$ cat config.mk
export PLATFORM = sky130hd
export DESIGN_NAME = addsub_arbiter
export DESIGN_NICKNAME = d
export VERILOG_FILES = /design/src/rtl/addsub_arbiter.sv
export SDC_FILE = /design/constraint.sdc
export NUM_CORES = 1
export LEC_CHECK = 0
export BUFFER_PORTS_ARGS = -buffer_cell sky130_fd_sc_hd__buf_2
export CAP_MARGIN = 20
export CORE_AREA = 4 4 68 70
export DETAILED_ROUTE_END_ITERATION = 7
export DIE_AREA = 0 0 72 74
export GPL_TIMING_DRIVEN = 1
export PLACE_DENSITY = 0.78
export SKIP_CTS_REPAIR_TIMING = 1
export SLEW_MARGIN = 20
export SYNTH_ARGS = -nofsm -noshare
export SYNTH_HDL_FRONTEND = slang
export SYNTH_SLANG_ARGS = --single-unit
$ cat constraint.sdc
create_clock -name clk -period 2.92 [get_ports clk]
set_clock_uncertainty 0.2 [all_clocks]
set_input_delay 0.438 -clock clk [delete_from_list [all_inputs] [get_ports clk]]
set_output_delay 0.438 -clock clk [all_outputs]
set_load 0.01 [all_outputs]
$ cat src/rtl/addsub_arbiter.sv
// Round-robin front end that time-shares one 4-bit adder/subtractor among NREQ
// requesters and returns each result on a single tagged, back-pressured channel.

module addersubtractor (
   input  logic [3:0] a,
   input  logic [3:0] b,
   input  logic       m,
   output logic [3:0] s,
   output logic       c,
   output logic       ovf
);
   logic [3:0] bb;
   logic [4:0] sum;

   // Subtract is a + ~b + 1, so the mode bit doubles as the carry-in.
   assign bb  = m ? ~b : b;
   assign sum = {1'b0, a} + {1'b0, bb} + {4'b0000, m};
   assign s   = sum[3:0];
   assign c   = sum[4];
   assign ovf = (a[3] == bb[3]) && (s[3] != a[3]);
endmodule

// state | meaning
// IDLE  | arbitrate; req_ready to the winner, operands latched on that edge
// EXEC  | shared unit evaluates latched operands; result registered
// RESP  | rsp_valid high, result held until rsp_ready
module addsub_arbiter #(
   parameter int NREQ = 4,
   parameter int IDW  = 2
) (
   input  logic              clk,
   input  logic              rst,
   input  logic [NREQ-1:0]   req_valid,
   output logic [NREQ-1:0]   req_ready,
   input  logic [4*NREQ-1:0] req_a,
   input  logic [4*NREQ-1:0] req_b,
   input  logic [NREQ-1:0]   req_m,
   output logic              rsp_valid,
   input  logic              rsp_ready,
   output logic [IDW-1:0]    rsp_id,
   output logic [3:0]        rsp_r,
   output logic              rsp_c,
   output logic              rsp_ovf
);
   typedef enum logic [1:0] {IDLE, EXEC, RESP} state_t;

   localparam logic [IDW:0] NREQ_W = (IDW+1)'(NREQ);

   state_t          state;
   logic [IDW-1:0]  rr_ptr;
   logic [IDW-1:0]  id_q;
   logic [3:0]      a_q;
   logic [3:0]      b_q;
   logic            m_q;

   logic [2*NREQ-1:0] dbl;
   logic [IDW:0]      offs;
   logic [IDW:0]      sum;
   logic [IDW:0]      diff;
   logic [IDW:0]      nxt;
   logic [IDW-1:0]    gnt;
   logic [IDW-1:0]    ptr_nxt;
   logic              gnt_any;
   logic [3:0]        sel_a;
   logic [3:0]        sel_b;
   logic              sel_m;

   logic [3:0] s;
   logic       c;
   logic       ovf;

   // Rotate the valid vector so bit 0 is the requester at rr_ptr; lowest set bit wins.
   always_comb begin
      dbl     = {req_valid, req_valid} >> rr_ptr;
      gnt_any = 1'b0;
      offs    = '0;
      for (int k = NREQ-1; k >= 0; k--) begin
         if (dbl[k]) begin
            gnt_any = 1'b1;
            offs    = (IDW+1)'(k);
         end
      end
      sum     = {1'b0, rr_ptr} + offs;
      diff    = sum - NREQ_W;
      gnt     = (sum >= NREQ_W) ? diff[IDW-1:0] : sum[IDW-1:0];
      nxt     = {1'b0, gnt} + (IDW+1)'(1);
      ptr_nxt = (nxt == NREQ_W) ? '0 : nxt[IDW-1:0];
   end

   always_comb begin
      req_ready = '0;
      sel_a     = '0;
      sel_b     = '0;
      sel_m     = 1'b0;
      for (int k = 0; k < NREQ; k++) begin
         if (gnt == IDW'(k)) begin
            req_ready[k] = (state == IDLE) && !rst && gnt_any;
            sel_a        = req_a[4*k +: 4];
            sel_b        = req_b[4*k +: 4];
            sel_m        = req_m[k];
         end
      end
   end

   addersubtractor u_addsub (
      .a   (a_q),
      .b   (b_q),
      .m   (m_q),
      .s   (s),
      .c   (c),
      .ovf (ovf)
   );

   always_ff @(posedge clk) begin
      if (rst) begin
         state     <= IDLE;
         rr_ptr    <= '0;
         a_q       <= '0;
         b_q       <= '0;
         m_q       <= 1'b0;
         id_q      <= '0;
         rsp_valid <= 1'b0;
         rsp_id    <= '0;
         rsp_r     <= '0;
         rsp_c     <= 1'b0;
         rsp_ovf   <= 1'b0;
      end else begin
         case (state)
            IDLE: begin
               if (gnt_any) begin
                  a_q    <= sel_a;
                  b_q    <= sel_b;
                  m_q    <= sel_m;
                  id_q   <= gnt;
                  rr_ptr <= ptr_nxt;
                  state  <= EXEC;
               end
            end
            EXEC: begin
               rsp_r     <= s;
               rsp_c     <= c;
               rsp_ovf   <= ovf;
               rsp_id    <= id_q;
               rsp_valid <= 1'b1;
               state     <= RESP;
            end
            RESP: begin
               if (rsp_ready) begin
                  rsp_valid <= 1'b0;
                  state     <= IDLE;
               end
            end
            default: state <= IDLE;
         endcase
      end
   end
endmodule

**After elaboration in Yosys (flattened, before gate mapping)**

Index checks and enable logic that the tools add are counted.

- Input bits: 43
- Logic and storage cells: 71
- Output and inout port bits: 13
- Register bits: 24

- Equality and inequality tests: 10
- Add/sub/neg operators: 5
- Bitwise operators: 1
- Multiplexer cells: 32
- Order comparisons: 1
- Shift-type cells: 1
- Reductions and logical operators: 10

Operators with widths:

| operator | number |
|---|---|
| $mux 4 | 9 |
| $mux 1 | 13 |
| $mux 2 | 5 |
| $mux 3 | 3 |
| $shr 8x2->4 | 1 |
| $eq 2x2->1 const B | 3 |
| $pmux 2 s3 | 1 |
| $reduce_and 2->1 | 3 |
| $add 4x4->5 | 1 |
| $add 5x1->5 | 1 |
| $eq 2x1->1 const B | 2 |
| $logic_not 2->1 | 2 |
| $ne 2x2->1 const B | 2 |
| $not 4->4 | 1 |
| $add 2x1->3 const B | 1 |
| $add 2x3->3 | 1 |
| $eq 3x3->1 const B | 1 |
| $ge 3x3->1 const B | 1 |
| $logic_and 1x1->1 | 3 |
| $pmux 1 s2 | 1 |
| $reduce_bool 2->1 | 1 |
| $sub 2x1->2 const B | 1 |
| $eq 1x1->1 | 1 |
| $logic_not 1->1 | 1 |
| $ne 1x1->1 | 1 |

**Depth between registers and ports, before layout**

Gate-level depths: netlist of the first run.

- Depth after elaboration: 13
- Depth in mapped cells: 16

**Hierarchy**

From an unflattened synthesis of the first run, not the netlist that was laid out.

- Cells, all modules: 195
- Area, all modules: 1,559.0 µm²

Modules (own cells, without submodules):

| module | area each (µm²) | seq. area each (µm²) | cells an instance | instances |
|---|---|---|---|---|
| addsub_arbiter | 1,365.1 | 480.5 | 177 | 1 |
| addersubtractor | 193.9 | 0.0 | 18 | 1 |

**Worst setup path after synthesis of the first run**

Ideal clock, no wire load.

- Kind: register -> output
- Start point: reg rr_ptr[0]
- End point: out req_ready[3]
- Data required time: 2,282 ps
- Path slack: -321 ps
- Stages on the path, launching flop included: 13
- Path buffers: 3
- Arrival time: 2,603 ps
- Path through: dfxtp_1 buf_2 nor2_1 a211oi_1 a31oi_1 a211o_1 ha_1 xor2_1 xnor2_1 ha_1 buf_1 clkbuf_1 and2_1

- Longest elaborated chain between the ends: 10

Ends and longest elaborated chain:

| item | line | source |
|---|---|---|
| start: declaration | 50 | `logic [IDW-1:0] rr_ptr;` |
| start signal: assignment | 135 | `rr_ptr <= ptr_nxt;` |
| $shr 8x2->4 | 74 | `dbl = {req_valid, req_valid} >> rr_ptr;` |
| $mux 2 | 78 | `if (dbl[k]) begin` |
| $mux 3 (3 in series) | 78 |  |
| $add 2x3->3 (*) | 83 | `sum = {1'b0, rr_ptr} + offs;` |
| $sub 2x1->2 (*) | 84 | `diff = sum - NREQ_W;` |
| named net diff[1] | 59 | `logic [IDW:0] diff;` |
| $mux 2 (*) | 85 | `gnt = (sum >= NREQ_W) ? diff[IDW-1:0] : sum[IDW-1:0];` |
| $eq 2x2->1 (*) | 96 | `if (gnt == IDW'(k)) begin` |
| $mux 1 (*) | 96 |  |
| end: declaration | 34 | `output logic [NREQ-1:0] req_ready,` |

The timed path passes the listed nets; every way through them passes the cells marked *.

**Worst setup path in the final report of the first run**

Same ends and word-level chain as after synthesis.

==> results of run 1 <==
per-layer routing:
layer  vias to the layer above  GRT usage, %  wire, um
met3                         7          2.57       230
met5                         -             0         0
met4                         0          4.38        78
met1                       706          19.3      1980
li1                        856             -         -
met2                        50          24.0      1870
power breakdown:
part | switching (mW) | internal (mW) | leakage (nW)
clock network | 0.101 | 0.0923 | 0.0216
logic | 0.771 | 0.775 | 0.760
registers | 0.0799 | 0.428 | 0.199
flip-flops by register name (all words and copies together) (netlist names):
register and cells:
rsp_c 1, state 2, rsp_ovf 1, b_q 4
rsp_r 4, id_q 2, m_q 1, rsp_valid 1
rsp_id 2, rr_ptr 2, a_q 4
worst paths after layout:
path	start	to	slack (ns)	depth (start not counted)
hold reg to reg	rsp_r[2]	rsp_r[2]	0.25	2
setup reg to reg	rr_ptr[0]	a_q[2]	-0.19	16
hold / removal	rsp_r[2]	rsp_r[2]	0.25	2
setup / recovery	rr_ptr[0]	req_ready[3]	-0.20	12
logic make-up after synthesis:
logic type / Yosys count / share of synthesized area (%)
AOI/OAI and AO/OA: 58 / 24.0
buffers and inverters: 15 / 3.86
adders and majority gates: 9 / 7.72
muxes: 1 / 0.643
DFF: 24 / 30.9
xor gates and xnor gates: 10 / 5.63
and+or+nand+nor: 87 / 27.3
worst max-delay path, stage by stage (launching register included):
cell and delay [ns]:
sky130_fd_sc_hd__dfxtp_4 0.37, sky130_fd_sc_hd__nand2_2 0.06, sky130_fd_sc_hd__nor2_2 0.04, sky130_fd_sc_hd__a211oi_2 0.22, sky130_fd_sc_hd__a31oi_1 0.07, sky130_fd_sc_hd__a211o_1 0.27
sky130_fd_sc_hd__ha_4 0.19, sky130_fd_sc_hd__xor2_4 0.20, sky130_fd_sc_hd__xnor2_2 0.24, sky130_fd_sc_hd__buf_4 0.18, sky130_fd_sc_hd__ha_4 0.14, sky130_fd_sc_hd__and2_1 0.11
sky130_fd_sc_hd__buf_2 0.12
Yosys cell counts, drive strengths merged, types with 5 or more instances:
master,count,area (um^2)
buf,5,22.5
nand2,23,86.3
nor3,13,65.1
xor2,6,52.6
a211oi,10,80.1
nor2,27,101
clkbuf,6,22.5
nand3b,7,52.6
dfxtp,24,480
nor2b,6,37.5
o21a,5,37.5
a21oi,28,140
ha,8,100
layout by cell type, fill, tap and decap left out, drive strengths merged:
| cell type | synthesis | routed |
|---|---|---|
| a211oi | 10 | 10 |
| xnor2 | 4 | 4 |
| nor2b | 6 | 6 |
| a211o | 2 | 2 |
| nor4 | 1 | 1 |
| or4b | 1 | 1 |
| nand2 | 23 | 23 |
| o211ai | 1 | 1 |
| nand3b | 7 | 7 |
| or3 | 1 | 1 |
| a21oi | 28 | 28 |
| and3 | 1 | 1 |
| nand2b | 2 | 2 |
| nor3 | 13 | 13 |
| nor2 | 27 | 27 |
| a221oi | 4 | 4 |
| and2 | 4 | 4 |
| fa | 1 | 1 |
| mux2i | 1 | 1 |
| o21a | 5 | 5 |
| o21ai | 3 | 3 |
| or2 | 1 | 1 |
| inv | 4 | 4 |
| dfxtp | 24 | 24 |
| a31oi | 2 | 2 |
| ha | 8 | 8 |
| clkbuf | 6 | 3 |
| o211a | 1 | 1 |
| xor2 | 6 | 6 |
| o21bai | 2 | 2 |
| buf | 5 | 78 |
cell type report:
type                    count  area, um^2  share of cell area, %
flip-flops and latches     24         484                   22.1
multi-input cells         165        1130                   51.7
inverters                   4        15.0                  0.686
clock buffers               3        41.3                   1.89
well taps                  50        62.6                   2.86
repair buffers             78         454                   20.8
per-stage QoR:
step / setup TNS [ns] / power [mW] / area, um^2 / std cells / hold slack (ns)
4_1_cts: -2.04 / 2.04 / 2050 / 321 / 0.255
3_5_place_dp: -2.14 / 1.83 / 2010 / 318 / 0.243
3_3_place_gp: -1.72 / 1.81 / 2010 / 318 / 0.238
6_report: -1.59 / 2.25 / 2190 / 324 / 0.249
2_1_floorplan: 0 / 1.47 / 1580 / 204 / 0.232
5_1_grt: -3.68 / 2.45 / 2190 / 324 / 0.272
==> impl_results.html, run 1 <==
<table>
<tr><th>Metric</th><th>Value</th></tr>
<tr><th colspan="2">Logic synthesis</th></tr>
<tr><td>Total standard cell area after synthesis</td><td>1560 um^2</td></tr>
<tr><td>Number of storage elements in the synthesis netlist</td><td>24</td></tr>
<tr><td>Cell count after synthesis</td><td>204</td></tr>
<tr><td>Seq/Total Area, Yosys</td><td>30.9%</td></tr>
<tr><td>Number of enable-type register cells in the synthesized netlist</td><td>0</td></tr>
<tr><td>Nets in the synthesized netlist</td><td>256</td></tr>
<tr><td>Asr flop ratio synth</td><td>0%</td></tr>
<tr><td>Synth unique cells</td><td>34</td></tr>
<tr><td>Synth warnings</td><td>0</td></tr>
<tr><td>Synthesized area per cell</td><td>7.63 um^2</td></tr>
<tr><td>Post-synth top flop</td><td>sky130_fd_sc_hd__dfxtp_1</td></tr>
<tr><th colspan="2">Detailed routing</th></tr>
<tr><td>Routed WL per cell</td><td>12.8 um</td></tr>
<tr><td>Iteration-0 DRC count of the detailed router</td><td>79</td></tr>
<tr><td>Count of vias placed by the detailed router</td><td>1,619</td></tr>
<tr><td>Number of antenna-violating nets in the routed design</td><td>0</td></tr>
<tr><td>Wire length after detailed routing</td><td>4160 um</td></tr>
<tr><td>Count of TritonRoute iterations in the first routing pass</td><td>4</td></tr>
<tr><td>Detail-routed via count per cell</td><td>5.00</td></tr>
<tr><td>Drc violations</td><td>0</td></tr>
<tr><th colspan="2">Floorplanning</th></tr>
<tr><td>Total core area</td><td>3970 um^2</td></tr>
<tr><td>Cell row count</td><td>23</td></tr>
<tr><td>Floorplan die height</td><td>74 um</td></tr>
<tr><td>Area enclosed by the die boundary</td><td>5330 um^2</td></tr>
<tr><td>Die span in x</td><td>72 um</td></tr>
<tr><td>I/O pins</td><td>56</td></tr>
<tr><td>Initial core utilization</td><td>39.2%</td></tr>
<tr><th colspan="2">Timing</th></tr>
<tr><td>Final critical-path share of the clock period</td><td>107%</td></tr>
<tr><td>Worst-Margin Slew</td><td>0.598 ns</td></tr>
<tr><td>Setup repair after global routing missed its margin</td><td>true</td></tr>
<tr><td>Fin crit period</td><td>3.12 ns</td></tr>
<tr><td>Final Max Slew Viols</td><td>0</td></tr>
<tr><td>Highest clock rate</td><td>320 MHz</td></tr>
<tr><td>Final setup slack of the worst path</td><td>-0.204 ns</td></tr>
<tr><td>Number of hold-slack violations in the final timing report</td><td>0</td></tr>
<tr><td>Normalized max-slew margin</td><td>60.0%</td></tr>
<tr><td>Final setup violating endpoints</td><td>13</td></tr>
<tr><th colspan="2">Run status</th></tr>
<tr><td>Failing checks</td><td>negative setup slack</td></tr>
<tr><td>Status</td><td>complete, but fails checks</td></tr>
<tr><th colspan="2">Global route</th></tr>
<tr><td>Maximum number of pins on one net before global-route repair</td><td>25</td></tr>
<tr><td>Total congestion overflow after global routing</td><td>0</td></tr>
<tr><td>Via count of the first global-routing pass</td><td>1,477</td></tr>
<tr><td>Global-route total usage across every layer</td><td>14.4%</td></tr>
<tr><td>Antenna violations before repair</td><td>0</td></tr>
<tr><td>Global-route wire length before repair</td><td>6400 um</td></tr>
<tr><th colspan="2">Critical path</th></tr>
<tr><td>Data arrival time at the worst-slack endpoint</td><td>2.49 ns</td></tr>
<tr><td>Kind of start point of the critical path</td><td>flop</td></tr>
<tr><td>Critical path class</td><td>flop to output pin</td></tr>
<tr><td>Required time at the endpoint of the critical path</td><td>2.28 ns</td></tr>
<tr><td>Worst-path maximum fanout</td><td>5</td></tr>
<tr><td>Worst Setup End Kind</td><td>output pin</td></tr>
<tr><th colspan="2">Final layout</th></tr>
<tr><td>Area added between synthesis and finish</td><td>40.5%</td></tr>
<tr><td>Nets@finish</td><td>328</td></tr>
<tr><td>Fill cell total of the finished layout</td><td>384</td></tr>
<tr><td>Layout cells sized above 1</td><td>37.2%</td></tr>
<tr><td>Inserted Diodes</td><td>0</td></tr>
<tr><td>Final core utilization</td><td>55.1%</td></tr>
<tr><th colspan="2">Power and ir drop</th></tr>
<tr><td>Total power density per cell area</td><td>1030 nW/um^2</td></tr>
<tr><td>IR drop worst, VDD</td><td>0.651 mV</td></tr>
<tr><td>LEAKAGE</td><td>0.980 nW</td></tr>
<tr><th colspan="2">Clock tree</th></tr>
<tr><td>Clock buffers created by TritonCTS</td><td>3</td></tr>
<tr><td>Number of H-tree levels</td><td>1</td></tr>
<tr><td>Clk pin slew, worst setup/hold paths</td><td>0.08 ns</td></tr>
<tr><td>Clock sink count</td><td>24</td></tr>
<tr><td>CTS Root Buffer Type</td><td>sky130_fd_sc_hd__clkbuf_8</td></tr>
<tr><td>Max clock buf depth</td><td>2</td></tr>
<tr><td>Later-pin clock latency in the skew report</td><td>0.26 ns</td></tr>
<tr><td>Clock tree from TritonCTS</td><td>done</td></tr>
<tr><th colspan="2">Job</th></tr>
<tr><td>Max-cap violations</td><td>0</td></tr>
<tr><th colspan="2">Place</th></tr>
<tr><td>Half-perimeter wire length after detailed placement</td><td>2970 um</td></tr>
<tr><td>Final Wtd Congestion</td><td>0.820</td></tr>
<tr><td>Worst slack at placement</td><td>-0.256 ns</td></tr>
<tr><td>Count of port buffers added during placement</td><td>55</td></tr>
<tr><th colspan="2">Hold path</th></tr>
<tr><td>Hold Path Class</td><td>flop to flop</td></tr>
</table>
Note: power is estimated with default switching activity, not from simulation.
==> run 2: changes to the inputs <==
--- a/config.mk
+++ b/config.mk
@@ -5,13 +5,13 @@
 export SDC_FILE = /design/constraint.sdc
 export NUM_CORES = 1
 export LEC_CHECK = 0
-export BUFFER_PORTS_ARGS = -buffer_cell sky130_fd_sc_hd__buf_2
+export BUFFER_PORTS_ARGS = -buffer_cell sky130_fd_sc_hd__buf_4
 export CAP_MARGIN = 20
 export CORE_AREA = 4 4 68 70
 export DETAILED_ROUTE_END_ITERATION = 7
 export DIE_AREA = 0 0 72 74
 export GPL_TIMING_DRIVEN = 1
-export PLACE_DENSITY = 0.78
+export PLACE_DENSITY = 0.76
 export SKIP_CTS_REPAIR_TIMING = 1
 export SLEW_MARGIN = 20
 export SYNTH_ARGS = -nofsm -noshare
==> constraint.sdc (replaced) <==
create_clock -name clk -period 3.9 [get_ports clk]
set_clock_uncertainty 0.2 [all_clocks]
set_input_delay 0.585 -clock clk [delete_from_list [all_inputs] [get_ports clk]]
set_output_delay 0.585 -clock clk [all_outputs]
set_load 0.01 [all_outputs]
==> impl_results.html, run 2 (synthesis gave the netlist of run 1 again) <==
<table>
<tr><th>Metric</th><th>Value</th></tr>
<tr><th colspan="2">Clock tree</th></tr>
<tr><td>Clock buffers created by TritonCTS</td><td>3 (unchanged)</td></tr>
<tr><td>CTS Root Buffer Type</td><td>sky130_fd_sc_hd__clkbuf_8</td></tr>
<tr><td>Clock sink count</td><td>24 (unchanged)</td></tr>
<tr><td>Max clock buf depth</td><td>2 (unchanged)</td></tr>
<tr><td>Clk pin slew, worst setup/hold paths</td><td>0.08 ns (about the same)</td></tr>
<tr><td>Clock tree from TritonCTS</td><td>done</td></tr>
<tr><td>Number of H-tree levels</td><td>1 (unchanged)</td></tr>
<tr><td>Later-pin clock latency in the skew report</td><td>0.26 ns (about the same)</td></tr>
<tr><th colspan="2">Final layout</th></tr>
<tr><td>Area added between synthesis and finish</td><td>33.1%</td></tr>
<tr><td>Inserted Diodes</td><td>0 (unchanged)</td></tr>
<tr><td>Leading registers by flop count</td><td>a_q x4, b_q x4, rsp_r x4</td></tr>
<tr><td>Final core utilization</td><td>52.2% (-2.9 points)</td></tr>
<tr><td>Most frequent cells in the layout</td><td>59 x sky130_fd_sc_hd__buf_4, 28 x sky130_fd_sc_hd__a21oi_1, 27 x sky130_fd_sc_hd__nor2_1</td></tr>
<tr><td>Most common cell after layout, fill and taps aside</td><td>sky130_fd_sc_hd__buf_4</td></tr>
<tr><td>Layout cells sized above 1</td><td>26.6% (-11 points)</td></tr>
<tr><td>Layout Cells excl Fill</td><td>306 (-5.6%)</td></tr>
<tr><td>Nets@finish</td><td>309 (-5.8%)</td></tr>
<tr><th colspan="2">Detailed routing</th></tr>
<tr><td>Routed WL per cell</td><td>12.0 um (-6.4%)</td></tr>
<tr><td>Detail-routed via count per cell</td><td>5.08 (+1.7%)</td></tr>
<tr><td>Count of vias placed by the detailed router</td><td>1,555 (-4.0%)</td></tr>
<tr><td>Wire length after detailed routing</td><td>3670 um (-12%)</td></tr>
<tr><td>Drc violations</td><td>0 (unchanged)</td></tr>
<tr><td>Iteration-0 DRC count of the detailed router</td><td>81 (+2.5%)</td></tr>
<tr><td>Number of antenna-violating nets in the routed design</td><td>0 (unchanged)</td></tr>
<tr><td>Count of TritonRoute iterations in the first routing pass</td><td>4 (unchanged)</td></tr>
<tr><th colspan="2">Critical path</th></tr>
<tr><td>Data arrival time at the worst-slack endpoint</td><td>2.85 ns (+0.36 ns)</td></tr>
<tr><td>Cell family with the largest share of critical-path delay</td><td>XOR/XNOR gates</td></tr>
<tr><td>Critical path class</td><td>flop to output pin</td></tr>
<tr><td>Worst-path maximum fanout</td><td>11 (+6)</td></tr>
<tr><td>Stages on worst setup path</td><td>10 (-2)</td></tr>
<tr><td>Reg2reg end</td><td>a_q[1]</td></tr>
<tr><td>Worst setup path endpoint</td><td>req_ready[0]</td></tr>
<tr><td>Buffers and inverters on the worst path</td><td>1 (-1)</td></tr>
<tr><td>Worst reg2reg path startpoint</td><td>rr_ptr[0]</td></tr>
<tr><td>Kind of start point of the critical path</td><td>flop</td></tr>
<tr><td>Register-to-register setup slack</td><td>0.52 ns (+0.71 ns)</td></tr>
<tr><td>Number of cell instances on the worst register-to-register path</td><td>13 (-3)</td></tr>
<tr><td>Required time at the endpoint of the critical path</td><td>3.12 ns (+0.84 ns)</td></tr>
<tr><td>Slowest stage delay, CP</td><td>0.54 ns (+0.17 ns)</td></tr>
<tr><td>Worst Setup End Kind</td><td>output pin</td></tr>
<tr><td>CP Cell Sequence</td><td>nor2_1, a211oi_1, a31oi_1, a211o_1, ha_1, xor2_1, xor2_1, ha_1, and2_1, buf_4</td></tr>
<tr><td>Critical path origin</td><td>rr_ptr[0]</td></tr>
<tr><td>Cell with the biggest individual delay on the critical path</td><td>sky130_fd_sc_hd__dfxtp_1</td></tr>
<tr><th colspan="2">Place</th></tr>
<tr><td>Placed instance count</td><td>302 (-5.0%)</td></tr>
<tr><td>Count of port buffers added during placement</td><td>55 (unchanged)</td></tr>
<tr><td>Final Wtd Congestion</td><td>0.809 (-1.4%)</td></tr>
<tr><td>Worst slack at placement</td><td>0.414 ns (+0.670 ns)</td></tr>
<tr><td>Half-perimeter wire length after detailed placement</td><td>2940 um (-1.1%)</td></tr>
<tr><th colspan="2">Timing</th></tr>
<tr><td>Final critical-path share of the clock period</td><td>93.1%</td></tr>
<tr><td>Highest clock rate</td><td>275 MHz</td></tr>
<tr><td>Setup repair after global routing missed its margin</td><td>false</td></tr>
<tr><td>Final Max Slew Viols</td><td>0 (unchanged)</td></tr>
<tr><td>Setup TNS after final layout</td><td>0 ns (+1.59 ns)</td></tr>
<tr><td>Worst-Margin Slew</td><td>0.580 ns (-0.0188 ns)</td></tr>
<tr><td>Worst hold slack</td><td>0.255 ns (+0.00546 ns)</td></tr>
<tr><td>Fin crit period</td><td>3.63 ns</td></tr>
<tr><td>Number of hold-slack violations in the final timing report</td><td>0 (unchanged)</td></tr>
<tr><td>Final setup slack of the worst path</td><td>0.268 ns (+0.472 ns)</td></tr>
<tr><td>Normalized max-slew margin</td><td>61.3% (+1.3 points)</td></tr>
<tr><td>Final setup violating endpoints</td><td>0 (-13)</td></tr>
<tr><th colspan="2">Floorplanning</th></tr>
<tr><td>Area enclosed by the die boundary</td><td>5330 um^2 (unchanged)</td></tr>
<tr><td>Initial core utilization</td><td>39.2% (unchanged)</td></tr>
<tr><td>I/O pins</td><td>56 (unchanged)</td></tr>
<tr><td>Total core area</td><td>3970 um^2 (unchanged)</td></tr>
<tr><td>Floorplan die height</td><td>74 um (unchanged)</td></tr>
<tr><td>Cell row count</td><td>23 (unchanged)</td></tr>
<tr><td>Die span in x</td><td>72 um (unchanged)</td></tr>
<tr><th colspan="2">Power and ir drop</th></tr>
<tr><td>Total power density per cell area</td><td>708 nW/um^2 (-31%)</td></tr>
<tr><td>IR drop worst, VDD</td><td>0.457 mV (-30%)</td></tr>
<tr><td>LEAKAGE</td><td>0.916 nW (-6.5%)</td></tr>
<tr><th colspan="2">Job</th></tr>
<tr><td>Max-cap violations</td><td>0 (unchanged)</td></tr>
<tr><th colspan="2">Global route</th></tr>
<tr><td>Antenna violations before repair</td><td>0 (unchanged)</td></tr>
<tr><td>Total congestion overflow after global routing</td><td>0 (unchanged)</td></tr>
<tr><td>Maximum number of pins on one net before global-route repair</td><td>25 (unchanged)</td></tr>
<tr><td>Global-route total usage across every layer</td><td>14.2% (-0.23 points)</td></tr>
<tr><td>Global-route wire length before repair</td><td>6150 um (-3.8%)</td></tr>
<tr><td>Via count of the first global-routing pass</td><td>1,432 (-3.0%)</td></tr>
<tr><th colspan="2">Hold path</th></tr>
<tr><td>Hold Path Class</td><td>flop to flop</td></tr>
<tr><th colspan="2">Run status</th></tr>
<tr><td>Status</td><td>complete, no violations</td></tr>
</table>
run 2: cell count changes in the layout (fill, tap and decap cells not counted), moves of 2 or more:
cell                     before  now
sky130_fd_sc_hd__buf_4       23   59
sky130_fd_sc_hd__xor2_1       4    6
sky130_fd_sc_hd__ha_4         4    0
sky130_fd_sc_hd__buf_2       54    0
sky130_fd_sc_hd__ha_1         3    8
run 2: worst min-delay path by stage:
stage	startpoint	to	slack, ns	depth (start not counted)
floorplan	id_q[1]	rsp_id[1]	0.23	2
global placement	id_q[0]	rsp_id[0]	0.24	2
detailed placement	rsp_r[2]	rsp_r[2]	0.25	2
CTS	rsp_r[2]	rsp_r[2]	0.26	2
global route	rsp_id[0]	rsp_id[0]	0.28	2
finish	rsp_r[2]	rsp_r[2]	0.25	2
run 2: metal layers:
metal | up-vias | wire, um | global-route usage (%) | part of all wire [%]
li1 | 825 | - | - | -
met1 | 670 | 1740 | 17.9 | 47
met2 | 56 | 1550 | 23.4 | 42
met3 | 4 | 318 | 3.78 | 8.7
met4 | 0 | 65 | 5.64 | 1.8
met5 | - | 0 | 0 | 0
run 2: area by class of cell:
class	instances	area, um^2
inverter	4	15.0
fill	399	1900
clock buffer	4	55.1
tap	50	62.6
sequential	24	480
multi-input combinational	165	1020
timing repair buffer	59	443
run 2: stage by stage:
| stage | area [um^2] | total power, mW |
|---|---|---|
| detailed placement | 2020 | 1.31 |
| global placement | 2020 | 1.30 |
| finish | 2070 | 1.47 |
| floorplan | 1560 | 1.07 |
| global route | 2070 | 1.61 |
| CTS | 2070 | 1.48 |
run 2: tightest hold or removal path: cells and delay by family, from the launching register on:
kind,cells,cell delay (ns)
simple gates,1,0.05
flops,1,0.31
compound gates,1,0.05
run 2: power by group:
group	internal, mW	switching (mW)
Sequential	0.318	0.0637
Combinational	0.444	0.478
Clock	0.0899	0.0721
==> run 3: changes to the inputs <==
--- a/config.mk
+++ b/config.mk
@@ -7,11 +7,11 @@
 export LEC_CHECK = 0
 export BUFFER_PORTS_ARGS = -buffer_cell sky130_fd_sc_hd__buf_4
 export CAP_MARGIN = 20
-export CORE_AREA = 4 4 68 70
+export CORE_AREA = 4 4 62 64
 export DETAILED_ROUTE_END_ITERATION = 7
-export DIE_AREA = 0 0 72 74
+export DIE_AREA = 0 0 66 68
 export GPL_TIMING_DRIVEN = 1
-export PLACE_DENSITY = 0.76
+export PLACE_DENSITY = 0.87
 export SKIP_CTS_REPAIR_TIMING = 1
 export SLEW_MARGIN = 20
 export SYNTH_ARGS = -nofsm -noshare
==> constraint.sdc (replaced) <==
create_clock -name clk -period 3.65 [get_ports clk]
set_clock_uncertainty 0.2 [all_clocks]
set_input_delay 0.5475 -clock clk [delete_from_list [all_inputs] [get_ports clk]]
set_output_delay 0.5475 -clock clk [all_outputs]
set_load 0.01 [all_outputs]
==> impl_results.html, run 3 (synthesis gave the netlist of run 1 again) <==
<table>
<tr><th>Metric</th><th>Value</th></tr>
<tr><th colspan="2">Detailed routing</th></tr>
<tr><td>Wire length after detailed routing</td><td>3760 um (+2.2%)</td></tr>
<tr><td>Iteration-0 DRC count of the detailed router</td><td>76 (-6.2%)</td></tr>
<tr><td>Routed WL per cell</td><td>12.4 um (+3.6%)</td></tr>
<tr><td>Count of vias placed by the detailed router</td><td>1,597 (+2.7%)</td></tr>
<tr><td>Number of antenna-violating nets in the routed design</td><td>0 (unchanged)</td></tr>
<tr><td>Count of TritonRoute iterations in the first routing pass</td><td>4 (unchanged)</td></tr>
<tr><td>Drc violations</td><td>0 (unchanged)</td></tr>
<tr><td>Detail-routed via count per cell</td><td>5.29 (+4.1%)</td></tr>
<tr><th colspan="2">Timing</th></tr>
<tr><td>Fin crit period</td><td>3.42 ns</td></tr>
<tr><td>Setup repair after global routing missed its margin</td><td>false</td></tr>
<tr><td>Setup TNS after final layout</td><td>0 ns (unchanged)</td></tr>
<tr><td>Final setup violating endpoints</td><td>0 (unchanged)</td></tr>
<tr><td>Worst hold slack</td><td>0.263 ns (+0.00767 ns)</td></tr>
<tr><td>Worst-Margin Slew</td><td>0.560 ns (-0.0197 ns)</td></tr>
<tr><td>Number of hold-slack violations in the final timing report</td><td>0 (unchanged)</td></tr>
<tr><td>Normalized max-slew margin</td><td>62.6% (+1.3 points)</td></tr>
<tr><td>Highest clock rate</td><td>292 MHz</td></tr>
<tr><td>Final critical-path share of the clock period</td><td>93.7%</td></tr>
<tr><td>Final Max Slew Viols</td><td>0 (unchanged)</td></tr>
<tr><th colspan="2">Final layout</th></tr>
<tr><td>Layout cells sized above 1</td><td>27.7% (+1.2 points)</td></tr>
<tr><td>Inserted Diodes</td><td>0 (unchanged)</td></tr>
<tr><td>Area added between synthesis and finish</td><td>33.4%</td></tr>
<tr><td>Most frequent cells in the layout</td><td>59 x sky130_fd_sc_hd__buf_4, 28 x sky130_fd_sc_hd__a21oi_1, 27 x sky130_fd_sc_hd__nor2_1</td></tr>
<tr><td>Area of all placed cells without fillers</td><td>2080 um^2 (+0.18%)</td></tr>
<tr><td>Sequential standard cell area</td><td>482 um^2 (+0.26%)</td></tr>
<tr><td>Fill cell total of the finished layout</td><td>302 (-24%)</td></tr>
<tr><td>Final core utilization</td><td>63.2% (+11 points)</td></tr>
<tr><td>Nets@finish</td><td>309 (unchanged)</td></tr>
<tr><td>Area of the multi-input gates</td><td>1030 um^2 (+0.99%)</td></tr>
<tr><td>Most common cell after layout, fill and taps aside</td><td>sky130_fd_sc_hd__buf_4</td></tr>
<tr><td>Layout Cells excl Fill</td><td>302 (-1.3%)</td></tr>
<tr><td>Leading registers by flop count</td><td>a_q x4, b_q x4, rsp_r x4</td></tr>
<tr><th colspan="2">Job</th></tr>
<tr><td>Max-cap violations</td><td>0 (unchanged)</td></tr>
<tr><th colspan="2">Floorplanning</th></tr>
<tr><td>Floorplan die height</td><td>68 um (-8.1%)</td></tr>
<tr><td>Die span in x</td><td>66 um (-8.3%)</td></tr>
<tr><td>Total core area</td><td>3280 um^2 (-17%)</td></tr>
<tr><td>I/O pins</td><td>56 (unchanged)</td></tr>
<tr><td>Area enclosed by the die boundary</td><td>4490 um^2 (-16%)</td></tr>
<tr><td>Initial core utilization</td><td>47.4% (+8.2 points)</td></tr>
<tr><td>Cell row count</td><td>21 (-8.7%)</td></tr>
<tr><th colspan="2">Place</th></tr>
<tr><td>Cell area after placement</td><td>2010 um^2 (-0.25%)</td></tr>
<tr><td>Half-perimeter wire length after detailed placement</td><td>2890 um (-1.7%)</td></tr>
<tr><td>Final Wtd Congestion</td><td>0.820 (+1.4%)</td></tr>
<tr><td>Placed instance count</td><td>298 (-1.3%)</td></tr>
<tr><td>Count of port buffers added during placement</td><td>55 (unchanged)</td></tr>
<tr><th colspan="2">Global route</th></tr>
<tr><td>Maximum number of pins on one net before global-route repair</td><td>25 (unchanged)</td></tr>
<tr><td>Total congestion overflow after global routing</td><td>0 (unchanged)</td></tr>
<tr><td>Global-route total usage across every layer</td><td>16.9% (+2.7 points)</td></tr>
<tr><td>Via count of the first global-routing pass</td><td>1,349 (-5.8%)</td></tr>
<tr><td>Global-route wire length before repair</td><td>6010 um (-2.4%)</td></tr>
<tr><td>Antenna violations before repair</td><td>0 (unchanged)</td></tr>
<tr><th colspan="2">Clock tree</th></tr>
<tr><td>Clock sink count</td><td>24 (unchanged)</td></tr>
<tr><td>CTS Root Buffer Type</td><td>sky130_fd_sc_hd__clkbuf_4</td></tr>
<tr><td>Clk pin slew, worst setup/hold paths</td><td>0.14 ns (+0.06 ns)</td></tr>
<tr><td>Max clock buf depth</td><td>2 (unchanged)</td></tr>
<tr><td>Clock tree from TritonCTS</td><td>done</td></tr>
<tr><td>Number of H-tree levels</td><td>1 (unchanged)</td></tr>
<tr><td>Clock buffers created by TritonCTS</td><td>3 (unchanged)</td></tr>
<tr><td>Later-pin clock latency in the skew report</td><td>0.32 ns (+0.06 ns)</td></tr>
<tr><th colspan="2">Critical path</th></tr>
<tr><td>Cell with the biggest individual delay on the critical path</td><td>sky130_fd_sc_hd__dfxtp_2</td></tr>
<tr><td>Kind of start point of the critical path</td><td>flop</td></tr>
<tr><td>Required time at the endpoint of the critical path</td><td>2.90 ns (-0.22 ns)</td></tr>
<tr><td>Data arrival time at the worst-slack endpoint</td><td>2.67 ns (-0.18 ns)</td></tr>
<tr><td>Buffers and inverters on the worst path</td><td>1 (unchanged)</td></tr>
<tr><td>Slowest stage delay, CP</td><td>0.45 ns (-0.09 ns)</td></tr>
<tr><td>Worst-path maximum fanout</td><td>11 (unchanged)</td></tr>
<tr><td>Worst Setup End Kind</td><td>output pin</td></tr>
<tr><td>Cell family with the largest share of critical-path delay</td><td>compound AO/OA/AOI/OAI gates</td></tr>
<tr><td>Critical path class</td><td>flop to output pin</td></tr>
<tr><td>CP Cell Sequence</td><td>nor2_1, a211oi_1, a31oi_1, a211o_1, ha_1, xor2_2, xor2_1, ha_2, and2_1, buf_4</td></tr>
<tr><td>Register-to-register setup slack</td><td>0.48 ns (-0.04 ns)</td></tr>
<tr><th colspan="2">Power and ir drop</th></tr>
<tr><td>Relative contribution of sequential cells to total power</td><td>25.4% (-0.6 points)</td></tr>
<tr><td>IR drop worst, VDD</td><td>0.419 mV (-8.4%)</td></tr>
<tr><td>Switching Share</td><td>42.1% (+0.26 points)</td></tr>
<tr><td>Internal cell power</td><td>934 uW (+9.5%)</td></tr>
<tr><td>Clk network pwr share</td><td>12.2% (+1.2 points)</td></tr>
<tr><td>Total power density per cell area</td><td>777 nW/um^2 (+9.8%)</td></tr>
<tr><td>Power share of the combinational group</td><td>62.4% (-0.5 points)</td></tr>
<tr><td>LEAKAGE</td><td>0.914 nW (-0.20%)</td></tr>
<tr><td>Switching power</td><td>679 uW (+11%)</td></tr>
<tr><th colspan="2">Run status</th></tr>
<tr><td>Status</td><td>complete, no violations</td></tr>
<tr><th colspan="2">Hold path</th></tr>
<tr><td>Hold Path Class</td><td>flop to flop</td></tr>
</table>
==> run 3: stage by stage <==
| step | worst slack, ns | power [mW] |
|---|---|---|
| after floorplan | 0.245 | 1.15 |
| after global placement | 0.248 | 1.37 |
| after detailed placement | 0.163 | 1.40 |
| after CTS | -0.0293 | 1.60 |
| after global routing | 0.00818 | 1.77 |
| final | 0.229 | 1.61 |
==> run 3: power by group through the flow <==
stage,clock network [mW],logic (mW),registers (mW)
2_1_floorplan,0,0.744,0.404
3_3_place_gp,0,0.963,0.411
3_5_place_dp,0,0.985,0.413
4_1_cts,0.197,0.996,0.408
5_1_grt,0.210,1.14,0.422
6_report,0.196,1.01,0.409
==> run 3: final cells by class <==
cell class	instances	share of cell area, %
multi-input combinational	165	49.4
clock buffer	3	1.08
sequential	24	23.2
tap	46	2.77
clock inverter	1	1.45
timing repair buffer	59	21.3
inverter	4	0.723
==> run 3: worst paths after layout <==
path,start,end,depth (start not counted)
setup / recovery,rr_ptr[0],req_ready[0],10
hold / removal,rsp_r[2],rsp_r[2],2
setup reg to reg,rr_ptr[0],a_q[1],13
hold reg to reg,rsp_r[2],rsp_r[2],2
==> run 3: worst reg2reg max path, cell delays in order (launching register included) <==
cell and delay, ns:
sky130_fd_sc_hd__dfxtp_2 0.45, sky130_fd_sc_hd__nor2_1 0.09, sky130_fd_sc_hd__a211oi_1 0.23, sky130_fd_sc_hd__a31oi_1 0.06, sky130_fd_sc_hd__a211o_1 0.24, sky130_fd_sc_hd__ha_1 0.21
sky130_fd_sc_hd__xor2_2 0.25, sky130_fd_sc_hd__xor2_1 0.25, sky130_fd_sc_hd__ha_2 0.30, sky130_fd_sc_hd__nand3b_1 0.09, sky130_fd_sc_hd__a21oi_1 0.15, sky130_fd_sc_hd__a21oi_1 0.05
sky130_fd_sc_hd__or2_2 0.28, sky130_fd_sc_hd__a221oi_1 0.23
==> run 3: layer usage <==
metal  track usage (%)  share of wire (%)  up-vias
met5                 0                  0        -
met4              5.84                1.4        0
met3              3.28                8.5        6
met2              26.7                 44       71
met1              23.1                 46      701
li1                  -                  -      819
